==> config.mk <==
export PLATFORM = sky130hd
export DESIGN_NAME = matrix_requant_wb_8x8
export DESIGN_NICKNAME = d
export VERILOG_FILES = /design/src/rtl/matrix_requant_wb_8x8.sv
export SDC_FILE = /design/constraint.sdc
export NUM_CORES = 2
export LEC_CHECK = 0
export ABC_AREA = 0
export BUFFER_PORTS_ARGS = -buffer_cell sky130_fd_sc_hd__buf_4
export CAP_MARGIN = 20
export CORE_AREA = 2 2 630 632
export CTS_BUF_LIST = sky130_fd_sc_hd__clkbuf_8 sky130_fd_sc_hd__clkbuf_16
export DETAILED_ROUTE_END_ITERATION = 7
export DIE_AREA = 0 0 632 634
export GPL_TIMING_DRIVEN = 1
export PLACE_DENSITY = 0.38
export SYNTH_ARGS = -nofsm -noshare
export SYNTH_HDL_FRONTEND = slang
export SYNTH_SLANG_ARGS = --single-unit
==> constraint.sdc <==
create_clock -name clk -period 11.05 [get_ports clk]
set_clock_uncertainty 0.1 [all_clocks]
set_input_delay 2.21 -clock clk [delete_from_list [all_inputs] [get_ports clk]]
set_output_delay 2.21 -clock clk [all_outputs]
set_load 0.02 [all_outputs]
==> src/rtl/matrix_requant_wb_8x8.sv <==
// Write-back stage for the 8x8 FMA engine: captures the accumulator matrix,
// requantizes each element to int8 and writes it out one 64-bit row per beat.
module matrix_requant_wb_8x8 #(
    parameter int ACC_WIDTH  = 24,
    parameter int ADDR_WIDTH = 8
) (
    input  logic                    clk,
    input  logic                    rst_n,
    input  logic                    start,
    input  logic [64*ACC_WIDTH-1:0] mat_in,
    input  logic [4:0]              shift,
    input  logic [ADDR_WIDTH-1:0]   base_addr,
    output logic                    busy,
    output logic                    done,
    output logic                    sat_flag,
    output logic                    wr_en,
    output logic [ADDR_WIDTH-1:0]   wr_addr,
    output logic [63:0]             wr_data,
    input  logic                    wr_ready
);

    localparam int XW = ACC_WIDTH + 1;
    localparam logic [4:0] MAX_SHIFT = 5'(ACC_WIDTH - 1);
    localparam logic signed [XW-1:0] Q_MAX = XW'(127);
    localparam logic signed [XW-1:0] Q_MIN = XW'(-128);

    typedef enum logic [1:0] {
        IDLE,
        WRITE,
        DONE
    } state_t;

    state_t                       state;
    logic [63:0][ACC_WIDTH-1:0]   mat_q;
    logic [4:0]                   shift_q;
    logic [2:0]                   row;
    logic [7:0][8:0]              rq;
    logic [63:0]                  row_data;
    logic                         row_sat;
    logic                         accept;

    // Returns {saturated, int8}; the extra bit keeps x + rounding from overflowing.
    function automatic logic [8:0] requant(
        input logic [ACC_WIDTH-1:0] x,
        input logic [4:0]           sh
    );
        logic signed [XW-1:0] xe;
        logic signed [XW-1:0] rnd;
        logic signed [XW-1:0] y;
        logic [8:0]           r;
        xe  = $signed({x[ACC_WIDTH-1], x});
        rnd = '0;
        if (sh != 5'd0) begin
            rnd[sh - 5'd1] = 1'b1;
        end
        y = (xe + rnd) >>> sh;
        if (y > Q_MAX) begin
            r = {1'b1, 8'h7f};
        end else if (y < Q_MIN) begin
            r = {1'b1, 8'h80};
        end else begin
            r = {1'b0, y[7:0]};
        end
        return r;
    endfunction

    always_comb begin
        rq       = '0;
        row_data = '0;
        row_sat  = 1'b0;
        for (int c = 0; c < 8; c++) begin
            rq[c] = requant(mat_q[{row, 3'(c)}], shift_q);
            row_data[c*8 +: 8] = rq[c][7:0];
            row_sat = row_sat | rq[c][8];
        end
    end

    assign wr_data = row_data;
    assign accept  = (state == WRITE) && wr_ready;

    always_ff @(posedge clk or negedge rst_n) begin
        if (!rst_n) begin
            state    <= IDLE;
            mat_q    <= '0;
            shift_q  <= '0;
            row      <= '0;
            sat_flag <= 1'b0;
            busy     <= 1'b0;
            done     <= 1'b0;
            wr_en    <= 1'b0;
            wr_addr  <= '0;
        end else begin
            unique case (state)
                IDLE: begin
                    done <= 1'b0;
                    if (start) begin
                        mat_q    <= mat_in;
                        shift_q  <= (shift > MAX_SHIFT) ? MAX_SHIFT : shift;
                        row      <= '0;
                        sat_flag <= 1'b0;
                        wr_addr  <= base_addr;
                        wr_en    <= 1'b1;
                        busy     <= 1'b1;
                        state    <= WRITE;
                    end
                end
                WRITE: begin
                    if (accept) begin
                        sat_flag <= sat_flag | row_sat;
                        if (row == 3'd7) begin
                            wr_en <= 1'b0;
                            done  <= 1'b1;
                            state <= DONE;
                        end else begin
                            row     <= row + 3'd1;
                            wr_addr <= wr_addr + ADDR_WIDTH'(1);
                        end
                    end
                end
                DONE: begin
                    done  <= 1'b0;
                    busy  <= 1'b0;
                    state <= IDLE;
                end
                default: begin
                    state <= IDLE;
                    wr_en <= 1'b0;
                    busy  <= 1'b0;
                    done  <= 1'b0;
                end
            endcase
        end
    end

endmodule

==> results.txt <==
area delta synth->final = 26.4%
post-route minimum period = 10.96 ns
number of iterations in the first detailed-routing pass = 6
register area = 39,000 sq um
post-synthesis instance total = 12,000
sequential element share of the synthesized area = 39.2%
max frequency = 91.2 MHz
min-delay src = mat_q[1302]
Avg Cell Area, Syn = 8.27 sq um
syn_nets = 13,700
Vias/cell = 5.37
RSZ-0062 raised after global routing = false
pin count of the biggest net entering global routing = 233
leakage power = 60.5 nW
critical path arrival = 8.65 ns
Hold Crit Class = reg -> reg
setup TNS = 0 ns
root buffer cell = clkbuf_16
Worst Setup End Kind = output port
Port Buffers = 1,628
Async S/R FF share, synth = 100%
Final Hold Fails = 0
first-pass GRT wire length = 887,000 microns
Synthesis Warnings = 0
Initial DRC Count = 10,300
R2R depth = 21
final net count = 15,100
Post-CTS Hold Buffers = 0
# fillers = 42,400
max_slew headroom = 13.6%
data required time of the worst path = 8.74 ns
Final Cycle Share = 99.2%
Synth Cell Area = 99,400 sq um
Reg2Reg Setup Slack = 2.51 ns
CTS tree = built
area leader, netlist = dfrtp_1
placed cell count = 18,500
Synth cell types = 139
Synth area leaders = dfrtp_1 (39%), nand2_1 (19%), mux4_2 (7.1%)
R2R Path End = sat_flag
worst-path maximum fanout = 31
Worst VDD drop = 224 uV
Total Routed Length = 662,000 microns
Slew Viols, Final = 0
die height = 634 microns
Power Dens Cells = 407 nW/um^2
Vias = 102,000
DRT antenna net count = 0
Avg WL per Cell = 34.9 microns
pin slew with the least headroom to its limit = 1.29 ns
post-synth top area share = 39.2%
Global Route Usage Sum = 32.0%
vias in the first global route = 100,000
ys flop type = dfrtp_1
WHS Path Cells = 2
die area = 401,000 sq um
Hold Crit Endpoint = mat_q[1302]
outcome = complete, no violations
worst skew pair latency = 0.97 ns
I/O pin cnt = 1,629
most frequent cells in the layout = nand2_1 (5,080), buf_4 (1,978), dfrtp_1 (1,550), nor2_1 (438), a21oi_1 (386)
htree depth = 4
Non-Filler Instances = 18,900
Clock Path Buffers = 4
Setup CP Type = reg -> out
CTS Buf Count = 196
total grt overflow = 0
startpoint types = flop
FF+latch count, synth = 1,558
core area = 394,000 sq um
total of max-cap violations = 0
post-route DRC violation count = 0
Reg clk slew, reported paths = 0.06 ns
Post-synth EDFFs = 0
fraction of layout instances using a drive strength above 1 = 23.0%
initial core utilization = 25.2%
Finish-stage setup viols = 0
Power Total = 0.0512 W
Final GP Congestion = 0.966
# clock sinks = 1,558
Critical R2R Launch = shift_q[1]
Rows = 231
most common cell after layout, fill and taps aside = nand2_1
multi-input combinational cell area = 56,800 sq um
DPL Wire Length = 525,000 microns
initial antenna violation count = 266
Die W = 632 microns
[worst max path at each step]
stage                     cells after the start  startpoint  slack, ns          end
after detailed placement                     24      row[1]       0.63  wr_data[52]
final                                        20  shift_q[1]       0.09  wr_data[58]
after CTS                                    24      row[1]       0.05  wr_data[52]
after global routing                         23      row[2]      0.006  wr_data[20]
after floorplan                              30      row[0]       1.30  wr_data[16]
after global placement                       24      row[1]       0.72  wr_data[52]
[kinds of logic (layout without fill, tap and decap cells)]
group | Yosys count | in the layout | share of synthesized area (%)
other | 0 | 112 | 0
and+or+nand+nor | 6321 | 6321 | 25.8
muxes | 860 | 860 | 12.9
xor gates and xnor gates | 245 | 245 | 2.23
buffers and inverters | 902 | 2472 | 3.83
AOI/OAI and AO/OA | 1972 | 1972 | 14.1
adders and majority gates | 162 | 162 | 1.98
DFF | 1558 | 1558 | 39.2
[Yosys cell counts, types with 40 or more instances]
master	count
nand2_1	5081
dfrtp_1	1558
clkbuf_1	640
nor2_1	465
a21oi_1	387
mux4_2	314
o21ai_0	310
mux2i_1	302
mux2_2	234
xnor2_1	183
nor3_1	154
ha_1	132
nand3_1	132
a211oi_1	126
a21o_1	92
o211ai_1	92
a22oi_1	86
buf_1	84
o22ai_1	83
inv_1	77
a31oi_1	76
and2_1	57
nand4_1	56
xor2_1	54
and3_1	53
o21a_1	51
nand2b_1	46
o221ai_1	46
buf_2	41
a211o_1	40
nor2b_1	40
[what timing repair did]
| action | 4_1_cts | 5_1_grt |
|---|---|---|
| gates cloned | 0 | 0 |
| gates resized for setup | 2 | 10 |
| setup endpoints to repair | 21 | 37 |
| buffers inserted | 9 | 5 |
| endpoints found under the hold margin | 0 | 0 |
[where the power goes]
part	internal [W]	switching [W]	leakage [nW]	total [W]
Sequential	0.00839	0.00189	19.3	0.0103
Clock	0.00389	0.00286	3.44	0.00674
Combinational	0.0113	0.0228	37.7	0.0342
Total	0.0236	0.0276	60.5	0.0512
[stage by stage]
stage                     hold slack [ns]  utilization [%]  cell area, sq um  setup slack (ns)
after CTS                           0.370             31.7            125000            0.0475
after detailed placement            0.357             30.0            118000             0.635
final                               0.367             31.9            126000            0.0880
after global routing                0.379             31.8            125000           0.00615
after global placement              0.352             30.0            118000             0.715
after floorplan                     0.338                -             99400              1.30
[flip-flops by register name (all words and copies together), names as in the netlist]
| register | cells |
|---|---|
| busy | 1 |
| done | 1 |
| mat_q | 1536 |
| row | 3 |
| sat_flag | 1 |
| shift_q | 5 |
| state | 2 |
| wr_addr | 8 |
| wr_en | 1 |
[final cells by class]
| type | instances | area share [%] |
|---|---|---|
| Multi-Input combinational cell | 9560 | 45.2 |
| Sequential cell | 1558 | 31.1 |
| Timing Repair Buffer | 2033 | 12.7 |
| Tap cell | 5242 | 5.22 |
| Clock buffer | 243 | 4.42 |
| Clock inverter | 105 | 0.865 |
| Inverter | 91 | 0.280 |
| Antenna cell | 112 | 0.223 |
[layer usage]
layer,up-vias,global-route usage [%],routed length [microns]
met1,52000,44.5,299000
met5,-,0,880
li1,44500,-,-
met4,112,12.0,25700
met3,926,6.60,45800
met2,4241,48.4,291000
[critical path: stages (launching register included)]
cell	delay, ns
dfrtp_4	0.66
buf_4	0.48
or2_2	0.23
buf_4	0.59
nor2_2	0.10
buf_4	0.27
ha_1	0.63
or4b_4	0.53
a2bb2o_2	0.36
nor4_2	0.40
a21bo_2	0.30
a31oi_2	0.30
mux2i_1	0.24
a21oi_1	0.15
o32ai_1	0.63
nor2_1	0.16
nor4_1	0.42
a31oi_1	0.16
o31a_1	0.46
o31ai_1	0.40
buf_4	0.21
(Power assumes the default switching activity.)
